===== config.mk =====
export PLATFORM = sky130hd
export DESIGN_NAME = fifo_rd_tx_feeder_flat
export DESIGN_NICKNAME = d
export VERILOG_FILES = /design/src/rtl/fifo_rd_tx_feeder_pkg.sv /design/src/rtl/fifo_rd_tx_feeder_if.sv /design/src/rtl/fifo_rd_tx_feeder.sv /design/src/flat_wrapper.sv
export SDC_FILE = /design/constraint.sdc
export NUM_CORES = 1
export LEC_CHECK = 0
export ABC_AREA = 1
export CORE_UTILIZATION = 45
export CTS_CLUSTER_SIZE = 14
export DETAILED_ROUTE_END_ITERATION = 7
export HOLD_SLACK_MARGIN = 0.1
export PLACE_DENSITY = 0.76
export SETUP_SLACK_MARGIN = 0.1
export SLEW_MARGIN = 20
export SYNTH_ARGS = -nofsm -noshare
export SYNTH_HDL_FRONTEND = slang
export SYNTH_SLANG_ARGS = --single-unit

===== constraint.sdc =====
create_clock -name i_rclk -period 2.75 [get_ports i_rclk]
set_input_delay 0.6875 -clock i_rclk [delete_from_list [all_inputs] [get_ports i_rclk]]
set_output_delay 0.6875 -clock i_rclk [all_outputs]
set_load 0.005 [all_outputs]

===== src/rtl/fifo_rd_tx_feeder_pkg.sv =====
// Shared definitions for the FIFO read-side TX feeder: word width, FSM encodings,
// counter sizing helpers.
package fifo_rd_tx_feeder_pkg;

    // Word width shared by the FIFO memory and the UART transmitter
    localparam int unsigned FEEDER_DATA_WIDTH = 8;

    // Width of the completed-frame counter
    localparam int unsigned SENT_COUNT_W = 16;

    // FSM encodings (plain constants so legacy blocks can share them)
    localparam int unsigned STATE_W = 3;
    localparam logic [2:0] ST_IDLE      = 3'd0;
    localparam logic [2:0] ST_LOAD      = 3'd1;
    localparam logic [2:0] ST_WAIT_BUSY = 3'd2;
    localparam logic [2:0] ST_WAIT_DONE = 3'd3;
    localparam logic [2:0] ST_GAP       = 3'd4;

    // Bits needed to count 0..n; never less than one bit so a zero count still elaborates
    function automatic int unsigned cnt_width(input int unsigned n);
        return (n > 0) ? $clog2(n + 1) : 1;
    endfunction

    // Terminal value of a counter that spans n cycles starting from zero
    function automatic int unsigned cnt_last(input int unsigned n);
        return (n > 0) ? (n - 1) : 0;
    endfunction

endpackage


===== src/rtl/fifo_rd_tx_feeder_if.sv =====
// FIFO read port plus UART TX handshake seen by the feeder.
// master = the feeder, slave = the FIFO/TX side.
interface fifo_rd_tx_feeder_if
    import fifo_rd_tx_feeder_pkg::*;
#(
    parameter int unsigned DATA_WIDTH = FEEDER_DATA_WIDTH
);

    logic                  rempty;
    logic [DATA_WIDTH-1:0] rdata;
    logic                  rinc;
    logic                  tx_busy;
    logic [DATA_WIDTH-1:0] tx_data;
    logic                  tx_data_valid;

    modport master (
        input  rempty,
        input  rdata,
        input  tx_busy,
        output rinc,
        output tx_data,
        output tx_data_valid
    );

    modport slave (
        output rempty,
        output rdata,
        output tx_busy,
        input  rinc,
        input  tx_data,
        input  tx_data_valid
    );

endinterface


===== src/rtl/fifo_rd_tx_feeder.sv =====
// Read-domain consumer of the async FIFO: pops one word per frame, hands it to the
// UART TX with a valid/busy handshake, optionally idles between frames, flags TX
// that never acknowledges and counts completed frames.
module fifo_rd_tx_feeder
    import fifo_rd_tx_feeder_pkg::*;
#(
    parameter int unsigned DATA_WIDTH   = FEEDER_DATA_WIDTH,
    parameter int unsigned GAP_CYCLES   = 0,
    parameter int unsigned BUSY_TIMEOUT = 4
) (
    input  logic                    i_rclk,
    input  logic                    i_rrst,
    input  logic                    i_enable,
    fifo_rd_tx_feeder_if.master     io_bus,
    output logic                    o_tx_error,
    output logic [SENT_COUNT_W-1:0] o_sent_count
);

    localparam int unsigned TO_W     = cnt_width(BUSY_TIMEOUT);
    localparam int unsigned TO_LAST  = cnt_last(BUSY_TIMEOUT);
    localparam int unsigned GAP_W    = cnt_width(GAP_CYCLES);
    localparam int unsigned GAP_LAST = cnt_last(GAP_CYCLES);

    logic [STATE_W-1:0]      r_state;
    logic [DATA_WIDTH-1:0]   r_tx_data;
    logic                    r_tx_data_valid;
    logic                    r_tx_error;
    logic [SENT_COUNT_W-1:0] r_sent_count;
    logic [TO_W-1:0]         r_to_cnt;
    logic [GAP_W-1:0]        r_gap_cnt;

    logic [STATE_W-1:0]      w_state_nxt;
    logic                    w_rinc;
    logic [DATA_WIDTH-1:0]   w_tx_data_nxt;
    logic                    w_tx_data_valid_nxt;
    logic                    w_tx_error_nxt;
    logic [SENT_COUNT_W-1:0] w_sent_count_nxt;
    logic [TO_W-1:0]         w_to_cnt_nxt;
    logic [GAP_W-1:0]        w_gap_cnt_nxt;

    // State and registered outputs; reset drops any held word
    always_ff @(posedge i_rclk) begin
        if (i_rrst) begin
            r_state         <= ST_IDLE;
            r_tx_data       <= '0;
            r_tx_data_valid <= 1'b0;
            r_tx_error      <= 1'b0;
            r_sent_count    <= '0;
            r_to_cnt        <= '0;
            r_gap_cnt       <= '0;
        end else begin
            r_state         <= w_state_nxt;
            r_tx_data       <= w_tx_data_nxt;
            r_tx_data_valid <= w_tx_data_valid_nxt;
            r_tx_error      <= w_tx_error_nxt;
            r_sent_count    <= w_sent_count_nxt;
            r_to_cnt        <= w_to_cnt_nxt;
            r_gap_cnt       <= w_gap_cnt_nxt;
        end
    end

    // Next state, pop request and next register values
    always_comb begin
        w_state_nxt         = r_state;
        w_rinc              = 1'b0;
        w_tx_data_nxt       = r_tx_data;
        w_tx_data_valid_nxt = 1'b0;
        w_tx_error_nxt      = r_tx_error;
        w_sent_count_nxt    = r_sent_count;
        w_to_cnt_nxt        = r_to_cnt;
        w_gap_cnt_nxt       = r_gap_cnt;

        case (r_state)
            ST_IDLE: begin
                // Empty and enable are only looked at here, so a stale empty flag
                // during a frame can never cause a second pop.
                if (i_enable && !io_bus.rempty && !i_rrst) begin
                    w_rinc        = 1'b1;
                    w_tx_data_nxt = io_bus.rdata;
                    w_state_nxt   = ST_LOAD;
                end
            end

            ST_LOAD: begin
                if (!io_bus.tx_busy) begin
                    w_tx_data_valid_nxt = 1'b1;
                    w_to_cnt_nxt        = '0;
                    w_state_nxt         = ST_WAIT_BUSY;
                end
            end

            ST_WAIT_BUSY: begin
                // An acknowledge on the last allowed cycle still wins over the timeout
                if (io_bus.tx_busy) begin
                    w_state_nxt = ST_WAIT_DONE;
                end else if (r_to_cnt == TO_W'(TO_LAST)) begin
                    w_tx_error_nxt = 1'b1;
                    w_state_nxt    = ST_IDLE;
                end else begin
                    w_to_cnt_nxt = r_to_cnt + TO_W'(1);
                end
            end

            ST_WAIT_DONE: begin
                if (!io_bus.tx_busy) begin
                    w_sent_count_nxt = r_sent_count + SENT_COUNT_W'(1);
                    if (GAP_CYCLES > 0) begin
                        w_gap_cnt_nxt = '0;
                        w_state_nxt   = ST_GAP;
                    end else begin
                        w_state_nxt   = ST_IDLE;
                    end
                end
            end

            ST_GAP: begin
                if (r_gap_cnt == GAP_W'(GAP_LAST)) begin
                    w_state_nxt = ST_IDLE;
                end else begin
                    w_gap_cnt_nxt = r_gap_cnt + GAP_W'(1);
                end
            end

            default: begin
                w_state_nxt = ST_IDLE;
            end
        endcase
    end

    assign io_bus.rinc          = w_rinc;
    assign io_bus.tx_data       = r_tx_data;
    assign io_bus.tx_data_valid = r_tx_data_valid;
    assign o_tx_error           = r_tx_error;
    assign o_sent_count         = r_sent_count;

endmodule


===== src/flat_wrapper.sv =====
// flat-port wrapper written by rule: the top's interface ports become plain ports
module fifo_rd_tx_feeder_flat import fifo_rd_tx_feeder_pkg::*;
#(
    parameter int unsigned DATA_WIDTH   = FEEDER_DATA_WIDTH,
    parameter int unsigned GAP_CYCLES   = 0,
    parameter int unsigned BUSY_TIMEOUT = 4
)
  (i_rclk, i_rrst, i_enable, o_tx_error, o_sent_count, io_bus_rempty, io_bus_rdata, io_bus_tx_busy, io_bus_rinc, io_bus_tx_data, io_bus_tx_data_valid);
  fifo_rd_tx_feeder_if #(.DATA_WIDTH(DATA_WIDTH)) io_bus_i ();
  input  logic i_rclk;
  input  logic i_rrst;
  input  logic i_enable;
  output logic o_tx_error;
  output logic [SENT_COUNT_W-1:0] o_sent_count;
  input wire logic [$bits(io_bus_i.rempty)-1:0] io_bus_rempty;
  input wire logic [$bits(io_bus_i.rdata)-1:0] io_bus_rdata;
  input wire logic [$bits(io_bus_i.tx_busy)-1:0] io_bus_tx_busy;
  output wire logic [$bits(io_bus_i.rinc)-1:0] io_bus_rinc;
  output wire logic [$bits(io_bus_i.tx_data)-1:0] io_bus_tx_data;
  output wire logic [$bits(io_bus_i.tx_data_valid)-1:0] io_bus_tx_data_valid;
  assign io_bus_i.rempty = io_bus_rempty;
  assign io_bus_i.rdata = io_bus_rdata;
  assign io_bus_i.tx_busy = io_bus_tx_busy;
  assign io_bus_rinc = io_bus_i.rinc;
  assign io_bus_tx_data = io_bus_i.tx_data;
  assign io_bus_tx_data_valid = io_bus_i.tx_data_valid;
  fifo_rd_tx_feeder #(.DATA_WIDTH(DATA_WIDTH), .GAP_CYCLES(GAP_CYCLES), .BUSY_TIMEOUT(BUSY_TIMEOUT)) u_core (.i_rclk(i_rclk), .i_rrst(i_rrst), .i_enable(i_enable), .io_bus(io_bus_i), .o_tx_error(o_tx_error), .o_sent_count(o_sent_count));
endmodule

==> summary.md <==
| Metric | Value |
|---|---|
| Final std cells w/o fill | `around 300` |
| Clock tree from TritonCTS | `built` |
| Flip-flop and latch count after synthesis | `31` |
| Final WS setup | `168 ps` |
| Most common library cell in the layout ignoring fill and taps | `nor2_1` |
| Effective utilization at floorplan | `48.0%` |
| Leak | `0.795 nW` |
| Number of placed instances, taps included | `290` |
| Max-slew violation count | `0` |
| Cell type with the highest aggregate area in the netlist | `dfxtp_1` |
| Worst Tran Pin Value | `383 ps` |
| Post-Synthesis Cells | `around 200` |
| Number of global-route vias before repair | `1228` |
| Class of the tightest hold or removal check | `reg -> reg` |
| Setup repair bufs after CTS | `0` |
| Area of the core | `3080 um^2` |
| Total power draw | `between 800 and 900 uW` |
| Area fraction in compound gates after synthesis | `around 10%` |
| Fraction of the mapped netlist area in simple logic gates | `35.1%` |
| Worst reg2reg path depth | `6` |
| Area of the die | `3510 um^2` |
| Fin Hold WS | `487 ps` |
| Final critical-path share of the clock period | `93.9%` |
| Setup crit start kind | `input port` |
| Total via count in the routed design | `1380` |
| Clk slew on worst S/H paths | `100 ps` |
| Pre-CTS setup slack | `~130 ps` |
| Synth Area in Adders | `2.54%` |
| DRT Pass-1 Iters | `4` |
| Total number of placement rows | `20` |
| Reg-to-reg slack, setup | `1350 ps` |
| Total wire length after detailed routing | `2990 um` |
| Critical Path Most Common Cell | `clkdlybuf4s50_1` |
| Total number of yosys warnings | `0` |
| Post-Syn Area per Cell | `7.17 um^2` |
| Mux cell area share after synthesis | `0%` |
| Number of distinct library cells after synthesis | `26` |
| Number of antenna cells inserted | `0` |
| Worst flop-to-flop path endpoint | `u_core.o_sent_count[12]` |
| Fill cell count | `294` |
| Number of buffer and inverter stages on the critical path | `2` |
| Clock latency reported for the late side of the worst-skew pair | `330 ps` |
| Top library cells by usage in the layout, fill and taps aside | `46 x nor2_1, 39 x clkdlybuf4s50_1, 32 x nand2_1` |
| Share of Yosys cell area claimed by the top area cell type | `42.0%` |
| Total number of clock tree sinks | `31` |
| Run status | `completed` |
| Critical path's largest stage delay | `~500 ps` |
| Total placed instance area | `1930 um^2` |
| Count of final setup violators | `0` |
| Layout cells sized above 1 | `around 14%` |
| FF-to-FF Start | `u_core.o_sent_count[1]` |
| Cts bufs inserted | `5` |
| Period minus WS final | `2580 ps` |
| Largest delay share family, worst path | `buffers and inverters` |
| Overall die height | `about 59 um` |
| H-tree depth reported by CTS | `2` |
| Kind of critical path | `in -> out` |
| PD cells | `419 nW/um^2` |
| Routed wirelength normalized by instance count | `10.0 um` |
| Post-CTS Hold Buffers | `0` |
| Dominant combinational cell family by area after synthesis | `simple AND/OR/NAND/NOR gates` |
| GRT Overall Usage | `between 10% and 20%` |
| DRC errors left | `0` |
| Data arrival time of the critical path | `approximately 1900 ps` |
| Startpoint of the most critical setup path | `i_enable` |
| Max Freq | `387 MHz` |
| IO buf count | `39` |
| Maximum number of pins on one net before global-route repair | `26` |
| Top-level I/O count | `40` |
| Largest vdd supply drop | `around 0.00032 V` |
| Violation count after the first detailed-route iteration | `50` |
| Final setup skew | `4.86 ps` |
| RD Place Congestion | `0.847` |
| Layout Area Growth over Synthesis | `35.0%` |
| Crit path max-delay cell type | `clkdlybuf4s50_1` |
| Initial antenna violation count | `0` |
| Crit. path cell count | `4` |
| Antenna viol nets, final | `0` |
| Critical path, cell by cell | `clkdlybuf4s50_1 -> nand3_4 -> nor2_8 -> clkdlybuf4s50_1` |
| Final hold violations | `0` |
| Number of vias per cell | `4.63` |
| CP Capture Type | `primary output` |
| Total standard cell area after synthesis | `between 1000 and 1500 um^2` |
| Bufs on Longest Clock Path | `2` |
| Max-slew headroom | `between 70% and 80%` |
| Chip width | `59.3 um` |
| Layout Cell Area excl Fill | `1990 um^2` |
| Syn nets | `222` |
| Sum of negative setup slack | `0 ps` |
| Setup repair after global routing missed its margin | `false` |
| Critical Path Sink | `io_bus_rinc` |
| Cells taking the most area after synthesis | `dfxtp_1 42%, nor2_1 12%, nand2_1 8.1%` |
| Residual overflow from global routing | `0` |
| Maximum Capacitance Violations | `0` |
| CTS-repair resized insts | `0` |
| Post-detailed-placement half-perimeter wirelength | `2130 um` |
| Final Core Density | `64.8%` |
| Xor-xnor portion of the synthesized cell area | `1.19%` |
| Required time of the critical path | `2060 ps` |
| Wire length of the first global-routing pass | `around 5200 um` |
| Nets@finish | `269` |
| Crit Path Max Fanout | `2` |
| Clock tree root driver cell | `clkbuf_4` |
| Fraction of the yosys area taken by sequential cells | `a little over two fifths` |
-- tightest hold or removal path, cell delays in order (launching register included) --
cell and delay, ps:
dfxtp_1 350, a31oi_1 50, nor2_1 70
-- sequential cells by signal, summed over array words and instances, names as in the netlist --
register	count
u_core.o_tx_error	1
u_core.io_bus.tx_data	8
u_core.r_state	2
u_core.o_sent_count	16
u_core.r_to_cnt	3
u_core.io_bus.tx_data_valid	1
-- kinds of logic after synthesis --
group | count (synthesis)
adder cells (fa/ha/maj) | 3
AO/OA/AOI/OAI | 29
XOR/XNOR | 2
flip-flops | 31
AND/OR/NAND/NOR | 108
buffers and inverters | 33
-- Yosys cell counts, drive strengths merged --
cell type and instances:
nor2 55, nand2 38, dfxtp 31, inv 31
o21ai 19, nand3 8, a21oi 7, nand4 4
ha 3, a31oi 2, buf 2, nand3b 2
a211oi 1, nor3 1, xnor2 1, xor2 1
-- how the worst min path moves through the flow --
stage / from / endpoint / slack (ps) / depth (start not counted)
floorplan: u_core.o_tx_error / u_core.o_tx_error / 460 / 2
global placement: u_core.o_tx_error / u_core.o_tx_error / 470 / 2
detailed placement: u_core.o_tx_error / u_core.o_tx_error / 470 / 2
CTS: u_core.o_tx_error / u_core.o_tx_error / 500 / 2
global route: u_core.o_tx_error / u_core.o_tx_error / 520 / 2
finish: u_core.o_tx_error / u_core.o_tx_error / 490 / 2
-- where the power goes --
part | switching [mW] | internal, mW
sequential | 0.0121 | 0.463
clock | 0.163 | 0.0950
combinational | 0.0510 | 0.0503
total | 0.227 | 0.609
-- per-layer routing --
| layer | wire length, um | vias up | GRT usage [%] | share of wire, % |
|---|---|---|---|---|
| li1 | - | 744 | - | - |
| met1 | 1390 | 588 | 25.3 | 46 |
| met2 | 1390 | 46 | 31.0 | 46 |
| met3 | 202 | 2 | 7.42 | 6.8 |
| met4 | 10 | 0 | 6.12 | 0.33 |
| met5 | 0 | - | 0 | 0 |
-- layout make-up --
type | count | area [um^2] | share of cell area, %
Timing Repair Buffer | 42 | 413 | 20.7
Tap cell | 44 | 55.1 | 2.76
Clock inverter | 3 | 15.0 | 0.753
Inverter | 31 | 121 | 6.09
Sequential cell | 31 | 621 | 31.1
Clock buffer | 5 | 37.5 | 1.88
Multi-Input combinational cell | 142 | 731 | 36.7
Power figures use the tool's default switching activity.
